==> config.mk <==
export PLATFORM = sky130hd
export DESIGN_NAME = t1a_fs_pwm_top_flat
export DESIGN_NICKNAME = d
export VERILOG_FILES = /design/src/rtl/t1a_fs_pwm_top_if.sv /design/src/rtl/t1a_fs_pwm_top.sv /design/src/flat_wrapper.sv
export SDC_FILE = /design/constraint.sdc
export NUM_CORES = 1
export LEC_CHECK = 0
export CORE_UTILIZATION = 45
export CTS_CLUSTER_DIAMETER = 50
export DETAILED_ROUTE_END_ITERATION = 7
export GPL_TIMING_DRIVEN = 0
export HOLD_SLACK_MARGIN = 0.03
export PLACE_DENSITY = 0.62
export SLEW_MARGIN = 10
export SYNTH_ARGS = -nofsm -noshare
export SYNTH_HDL_FRONTEND = slang
export SYNTH_SLANG_ARGS = --single-unit
export TNS_END_PERCENT = 100
==> constraint.sdc <==
create_clock -name clk_50MHz -period 4.4 [get_ports clk_50MHz]
set_input_delay 0.66 -clock clk_50MHz [delete_from_list [all_inputs] [get_ports clk_50MHz]]
set_output_delay 0.66 -clock clk_50MHz [all_outputs]
set_load 0.02 [all_outputs]
==> src/rtl/t1a_fs_pwm_top_if.sv <==
`default_nettype none
// ============================================================================
// Module   : t1a_fs_pwm_top_if
// Purpose  : Bundles the duty-code input and the three registered outputs of
//            the frequency-scaling / PWM block.
// Signals  : pulse_width [3:0] - duty code 0..15 (driven by master)
//            pwm_signal        - 500 Hz PWM output (driven by slave)
//            clk_500Hz         - 500 Hz frame square wave (driven by slave)
//            clk_1MHz          - 1 MHz square wave (driven by slave)
// Revision : 1.0 - initial release
// ============================================================================
interface t1a_fs_pwm_top_if;
   logic [3:0] pulse_width;
   logic       pwm_signal;
   logic       clk_500Hz;
   logic       clk_1MHz;

   modport master (
      output pulse_width,
      input  pwm_signal,
      input  clk_500Hz,
      input  clk_1MHz
   );

   modport slave (
      input  pulse_width,
      output pwm_signal,
      output clk_500Hz,
      output clk_1MHz
   );
endinterface
`default_nettype wire

==> src/rtl/t1a_fs_pwm_top.sv <==
`default_nettype none
// ============================================================================
// Module   : t1a_fs_pwm_top
// Purpose  : Divides the 50 MHz system clock into a 1 MHz square wave and a
//            500 Hz frame clock, and generates a 500 Hz PWM whose high time is
//            pulse_width x SLOT_US microseconds. Everything runs on clk_50MHz;
//            the divided clocks are outputs only, internal timing uses a
//            one-cycle tick enable.
// Ports    : clk_50MHz - system clock, rising edge
//            rst_n     - asynchronous active-low reset
//            bus       - slave modport: pulse_width in; pwm_signal,
//                        clk_500Hz, clk_1MHz out (all outputs registered)
// Revision : 1.0 - initial release
// ============================================================================
module t1a_fs_pwm_top #(
   parameter int unsigned CLK_DIV       = 50,    // clk cycles per 1 us tick
   parameter int unsigned PWM_PERIOD_US = 2000,  // ticks per PWM frame
   parameter int unsigned SLOT_US       = 125    // ticks per duty-code LSB
) (
   input  wire logic             clk_50MHz,
   input  wire logic             rst_n,
   t1a_fs_pwm_top_if.slave       bus
);

   localparam int unsigned DIV_W = (CLK_DIV > 1) ? $clog2(CLK_DIV) : 1;
   localparam int unsigned US_W  = (PWM_PERIOD_US > 1) ? $clog2(PWM_PERIOD_US) : 1;
   // One extra bit so us_cnt+1 and the high-time limit never overflow.
   localparam int unsigned CMP_W = US_W + 1;

   localparam logic [DIV_W-1:0] c_DIV_LAST = DIV_W'(CLK_DIV - 1);
   localparam logic [DIV_W-1:0] c_DIV_HALF = DIV_W'(CLK_DIV / 2 - 1);
   localparam logic [US_W-1:0]  c_US_LAST  = US_W'(PWM_PERIOD_US - 1);
   localparam logic [US_W-1:0]  c_US_HALF  = US_W'(PWM_PERIOD_US / 2 - 1);
   localparam logic [CMP_W-1:0] c_SLOT     = CMP_W'(SLOT_US);

   logic [DIV_W-1:0] r_div_cnt;
   logic [US_W-1:0]  r_us_cnt;
   logic [3:0]       r_pw_lat;
   logic             r_clk_1mhz;
   logic             r_clk_500hz;
   logic             r_pwm;

   logic             w_tick;
   logic             w_div_half;
   logic             w_frame_mid;
   logic             w_frame_end;
   logic [CMP_W-1:0] w_us_next;
   logic [CMP_W-1:0] w_high_lim;
   logic             w_pwm_next;

   assign w_tick      = (r_div_cnt == c_DIV_LAST);
   assign w_div_half  = (r_div_cnt == c_DIV_HALF);
   assign w_frame_mid = w_tick && (r_us_cnt == c_US_HALF);
   assign w_frame_end = w_tick && (r_us_cnt == c_US_LAST);

   // Position within the frame after this tick; the output is high while that
   // position is below the latched code times the slot length.
   assign w_us_next  = CMP_W'(r_us_cnt) + CMP_W'(1);
   assign w_high_lim = CMP_W'(r_pw_lat) * c_SLOT;
   assign w_pwm_next = (w_us_next < w_high_lim);

   // Prescaler and 1 MHz square wave (toggles at half and full prescale).
   always_ff @(posedge clk_50MHz or negedge rst_n) begin
      if (!rst_n) begin
         r_div_cnt  <= '0;
         r_clk_1mhz <= 1'b0;
      end else begin
         r_div_cnt <= w_tick ? '0 : r_div_cnt + DIV_W'(1);
         if (w_div_half || w_tick) begin
            r_clk_1mhz <= ~r_clk_1mhz;
         end
      end
   end

   // Microsecond counter and 500 Hz frame clock, both advanced by the tick.
   always_ff @(posedge clk_50MHz or negedge rst_n) begin
      if (!rst_n) begin
         r_us_cnt    <= '0;
         r_clk_500hz <= 1'b0;
      end else if (w_tick) begin
         r_us_cnt <= w_frame_end ? '0 : r_us_cnt + US_W'(1);
         if (w_frame_mid || w_frame_end) begin
            r_clk_500hz <= ~r_clk_500hz;
         end
      end
   end

   // The duty code is captured only at the frame boundary so a mid-frame
   // change can never shorten or extend the pulse already in progress. The
   // boundary edge itself uses the fresh code directly so the pulse starts
   // coincident with the clk_500Hz falling edge.
   always_ff @(posedge clk_50MHz or negedge rst_n) begin
      if (!rst_n) begin
         r_pw_lat <= '0;
         r_pwm    <= 1'b0;
      end else if (w_frame_end) begin
         r_pw_lat <= bus.pulse_width;
         r_pwm    <= |bus.pulse_width;
      end else if (w_tick) begin
         r_pwm <= w_pwm_next;
      end
   end

   assign bus.pwm_signal = r_pwm;
   assign bus.clk_500Hz  = r_clk_500hz;
   assign bus.clk_1MHz   = r_clk_1mhz;

endmodule
`default_nettype wire

==> src/flat_wrapper.sv <==
// flat-port wrapper written by rule: the top's interface ports become plain ports
module t1a_fs_pwm_top_flat 
#(
   parameter int unsigned CLK_DIV       = 50,                               
   parameter int unsigned PWM_PERIOD_US = 2000,                        
   parameter int unsigned SLOT_US       = 125                              
)
  (clk_50MHz, rst_n, bus_pulse_width, bus_pwm_signal, bus_clk_500Hz, bus_clk_1MHz);
  t1a_fs_pwm_top_if bus_i ();
  input  wire logic clk_50MHz;
  input  wire logic rst_n;
  input wire logic [$bits(bus_i.pulse_width)-1:0] bus_pulse_width;
  output wire logic [$bits(bus_i.pwm_signal)-1:0] bus_pwm_signal;
  output wire logic [$bits(bus_i.clk_500Hz)-1:0] bus_clk_500Hz;
  output wire logic [$bits(bus_i.clk_1MHz)-1:0] bus_clk_1MHz;
  assign bus_i.pulse_width = bus_pulse_width;
  assign bus_pwm_signal = bus_i.pwm_signal;
  assign bus_clk_500Hz = bus_i.clk_500Hz;
  assign bus_clk_1MHz = bus_i.clk_1MHz;
  t1a_fs_pwm_top #(.CLK_DIV(CLK_DIV), .PWM_PERIOD_US(PWM_PERIOD_US), .SLOT_US(SLOT_US)) u_core (.clk_50MHz(clk_50MHz), .rst_n(rst_n), .bus(bus_i));
endmodule
Yosys cells after proc, flatten, opt, wreduce, memory -nomap -nowiden. Index checks and enable logic that the tools add are counted.

Bits in registers: 24. Output and inout bits: 3. Word-level logic and storage cells: 28.

Add/sub/neg operators: 3. $mul: 1. $lt $le $gt $ge: 1. Equality and inequality tests: 4. Muxes and demuxes: 4. Bitwise logic cells: 2. Reduce and logical (&&, ||, !) cells: 7.

Operator list (number): $add A11 B1 Y12 const B (1); $lt A12 B11 Y1 (1); $add A11 B1 Y11 const B (1); $eq A11 B10 Y1 const B (1); $eq A11 B11 Y1 const B (1); $mul A4 B7 Y11 const B (1); $mux W11 (1); $add A6 B1 Y6 const B (1); $eq A6 B5 Y1 const B (1); $eq A6 B6 Y1 const B (1); $mux W6 (1); $reduce_or A4 Y1 (1); $logic_and A1 B1 Y1 (2); $logic_or A1 B1 Y1 (2); $mux W1 (2); $not A1 Y1 (2); $reduce_and A2 Y1 (1); $reduce_bool A2 Y1 (1).

Logic depth before layout (Yosys ltp).
Word-level depth: 4. Depth in mapped cells: 14. Mapped depth without buffers: 14.

Worst setup path after synthesis. No wires, ideal clock.

Path type: reg2reg. From: register u_core.r_pw_lat[2]. To: register u_core.r_pwm (netlist: u_core.bus.pwm_signal). Arrival: 3.911 ns. Required time: 4.284 ns. Slack: 0.373 ns. Stages on the path, launching flop included: 15. Period minus slack after synthesis: 4.027 ns. Cell sequence: dfrtp_1 fa_1 inv_1 fa_1 inv_1 ha_1 nor2b_1 o21ai_0 a2111oi_0 a211oi_1 ha_1 a21o_1 a2111oi_0 o211ai_1 o311ai_0.

Word-level cells in the longest chain between the ends: 4.

Ends and longest elaborated chain: from (decl) (RTL line t1a_fs_pwm_top.sv:38) `logic [3:0] r_pw_lat;`; from (signal assigned) (RTL line t1a_fs_pwm_top.sv:97) `r_pw_lat <= bus.pulse_width;`; $mul A4 B7 Y11 (RTL line t1a_fs_pwm_top.sv:59) `assign w_high_lim = CMP_W'(r_pw_lat) * c_SLOT;`; $lt A12 B11 Y1 (RTL line t1a_fs_pwm_top.sv:60) `assign w_pwm_next = (w_us_next < w_high_lim);`; $mux W1 (RTL line t1a_fs_pwm_top.sv:99) `end else if (w_tick) begin`; $mux W1 (RTL line t1a_fs_pwm_top.sv:96) `end else if (w_frame_end) begin`; to (signal assigned) (RTL line t1a_fs_pwm_top.sv:98) `r_pwm <= |bus.pulse_width;`; to (signal assigned) (RTL line t1a_fs_pwm_top.sv:100) `r_pwm <= w_pwm_next;`; to (decl) (RTL line t1a_fs_pwm_top.sv:41) `logic r_pwm;`.

Every way passes these cells. The select of a mux whose other input is x is not followed. A chain may end at the register's enable or synchronous reset.

Worst setup path after layout.
From: register u_core.r_pw_lat[1]. To: register u_core.r_pwm (netlist: u_core.bus.pwm_signal).

Same word-level chain as after synthesis.

==> run metrics <==
outcome finished, final reports clean; final instance area approximately 0.0023 mm^2; Max Cap Viol 0; critical setup path kind reg -> reg; Top delay family on crit path adder cells; share of cells above drive strength 1 0.113; CP Data Arrival Time 4.33 ns; crit path from u_core.r_pw_lat[1]$_DFFE_PN0P_; slowest stage cell, crit path fa_1; Max clock buf depth 2; CTS tree built; final core occ 0.529; via count 1489; crit-path max FO 6; Site Rows 24; Post-Route WL about 3.8 mm; endpoints failing setup 0; clock slew at reported path FFs 0.09 ns; Crit path largest cell delay between 0.6 and 0.7 ns; Ports 9; overall die area about 0.0049 mm^2; min cycle time layout ~4.2 ns; r2r startpoint u_core.r_pw_lat[1]$_DFFE_PN0P_; register area share after synthesis 0.290; xor/xnor share of the synthesized area 0.0802; Placer Congestion between 0.7 and 0.8; mux cell area share after synthesis 0.0374; gr usage total 0.165; initial core utilization 0.473; reg-to-reg endpoint u_core.bus.pwm_signal$_DFFE_PN0P_; slew margin rel. 0.642; initial antenna violation count 0; WP depth 14; H-tree depth 1; Cell Pwr Density about 180 mW/mm^2; main combinational cell family by area after synthesis adder cells; vias per inst ~5.5; Area growth syn-to-layout 11.8%; fin crit share 0.946; peak supply drop between 0.2 and 0.25 mV; core area between 0.004 and 0.005 mm^2; Max Freq 240 MHz; Detailed Routing Iterations Pass 1 4; post-CTS setup buffer count 0; drt wl/cell around 14 um; IO buf count 8; syn avg cell area just under 10 um^2; Worst setup endpoint u_core.bus.pwm_signal$_DFFE_PN0P_; die height roughly 70 um; simple-gate share of the synthesized area 0.174; Worst EP required roughly 4.6 ns; Synth Net Count 250; Post-synth EDFFs 0; asr flop ratio synth 1.00; Slew @ Worst Pin between 0.5 and 0.6 ns; Detail Placement HPWL between 2 and 3 mm; Slew Viols, Final 0; synthesized area 0.00207 mm^2; post-route ant nets 0; Lkg Pwr 1.10 nW; commonest non-fill, non-tap cell in the layout ha_1; Buf/Inv on CP 2; Yosys reg bits 24; Synth Flop Type dfrtp_1; antenna fix cells 0; Layout Nets 263; total grt overflow 0; GR Layer Usage met3 0.0361; CTS Hold Bufs 0; Hold Fails Final Rpt 0; unrepaired setup endpoints after global routing no; flop2flop setup slack between 0.2 and 0.25 ns; clk sinks 24; Worst-Skew Late Latency between 0.2 and 0.3 ns; Clock Tree Root clkbuf_8; Compound-Gate Fraction of Synth Area 0.128; synth warn 0; DRT iter0 DRCs 36; Fill cells 415; Worst Setup Start Kind flop; Tightest Hold Check Type in -> async; Num CTS Buffers 3; M2 GR Usage 0.259; placed inst area roughly 0.0022 mm^2; GR peak layer met2; vias in the first global route around 1400; commonest non-fill, non-tap cells in the layout ha_1, dfrtp_1, inv_1; Clock Skews between 0.004 and 0.005 ns; R2R depth 14; largest net degree at the start of global routing 25; Adder-Cell Fraction of Synth Area 0.236; crit-path cells fa_1 > inv_1 > fa_1 > inv_1 > ha_1 > nor2b_1 > o21ai_1 > a2111oi_2 > a211oi_2 > ha_1 > a21o_1 > a2111oi_4 > o211ai_1 > o311ai_1; first-pass GRT wire length 6.42 mm; DRC viols 0; crit end category flop; post-synthesis cell count between 200 and 250; GRT met1 Usage 0.233; Netlist cell types 48; Die W 69.9 um
[how the worst min path moves through the flow]
| stage | start | endpoint | slack, ns | cells past startpoint |
|---|---|---|---|---|
| floorplan | rst_n | u_core.bus.clk_1MHz$_DFFE_PN0P_ | 0.36 | 0 |
| global placement | u_core.bus.clk_1MHz$_DFFE_PN0P_ | u_core.bus.clk_1MHz$_DFFE_PN0P_ | 0.46 | 1 |
| detailed placement | u_core.bus.clk_1MHz$_DFFE_PN0P_ | u_core.bus.clk_1MHz$_DFFE_PN0P_ | 0.46 | 1 |
| CTS | u_core.bus.clk_500Hz$_DFFE_PN0P_ | u_core.bus.clk_500Hz$_DFFE_PN0P_ | 0.47 | 1 |
| global route | rst_n | u_core.r_us_cnt[1]$_DFFE_PN0N_ | 0.41 | 1 |
| finish | rst_n | u_core.r_us_cnt[4]$_DFFE_PN0N_ | 0.36 | 1 |
[flip-flops by register name, summed over array words and instances (netlist names)]
| name | flops |
|---|---|
| u_core.r_us_cnt | 11 |
| u_core.r_div_cnt | 6 |
| u_core.r_pw_lat | 4 |
| u_core.bus.clk_1MHz | 1 |
| u_core.bus.clk_500Hz | 1 |
| u_core.bus.pwm_signal | 1 |
[where the power goes]
group | total (mW) | leakage, nW | internal (mW) | switching, mW
registers | 0.220 | 0.308 | 0.220 | 0
logic | 0.00871 | 0.753 | 0.00356 | 0.00514
clock network | 0.194 | 0.0357 | 0.122 | 0.0724
[Yosys cell counts (2+ instances only)]
cell type,instances,share of area
ha_1,28,0.17
dfrtp_1,24,0.29
inv_1,19,0.034
xnor2_1,11,0.046
a21oi_1,9,0.022
nand2_1,8,0.014
nand3_1,8,0.019
nor2_1,8,0.014
xor2_1,8,0.034
a22o_1,7,0.030
fa_1,7,0.068
nand3b_1,7,0.025
mux2_2,6,0.033
and2_1,4,0.012
clkbuf_1,4,0.0072
o21ai_0,4,0.0097
a31oi_1,3,0.0090
and4_1,3,0.013
nand4_1,3,0.0090
a2111oi_0,2,0.0084
a21boi_0,2,0.0072
a21o_1,2,0.0072
and3_1,2,0.0060
buf_2,2,0.0048
nand2b_1,2,0.0060
nor3b_1,2,0.0072
nor4_1,2,0.0060
o211ai_1,2,0.0072
[routing by layer]
metal | wire length, um | up-vias
li1 | - | 767
met1 | 2000 | 703
met2 | 1700 | 15
met3 | 93 | 4
met4 | 51 | 0
met5 | 0 | -
[cells by family after synthesis]
kind of cell | Yosys count
multiplexers | 7
AND/OR/NAND/NOR | 59
buffers and inverters | 27
flip-flops | 24
AO/OA/AOI/OAI | 38
adder cells (fa/ha/maj) | 35
XOR/XNOR | 19
[metrics by stage]
step	setup WS [ns]	TNS, ns	total power [mW]	hold slack [ns]	instances
2_1_floorplan	0.373	0	0.225	0.364	209
3_3_place_gp	-0.0945	-0.0945	0.234	0.456	269
3_5_place_dp	-0.145	-0.145	0.234	0.457	269
4_1_cts	0.0431	0	0.431	0.473	273
5_1_grt	0.0303	0	0.439	0.407	273
6_report	0.239	0	0.423	0.365	273
[layout make-up]
| class | count | area (um^2) | area share |
|---|---|---|---|
| Timing Repair Buffer | 8 | 75.1 | 0.0324 |
| Sequential cell | 24 | 604 | 0.261 |
| Inverter | 19 | 71.3 | 0.0307 |
| Buffer | 8 | 41.3 | 0.0178 |
| Clock buffer | 3 | 41.3 | 0.0178 |
| Clock inverter | 1 | 30.0 | 0.0129 |
| Tap cell | 52 | 65.1 | 0.0280 |
| Multi-Input combinational cell | 158 | 1390 | 0.600 |
[timing repair]
action / in CTS / in global routing
hold endpoints to repair: 0 / 0
setup endpoints to repair: 1 / 1
pin swaps: 0 / 1
gates resized for setup: 4 / 7
(Power assumes the default switching activity.)
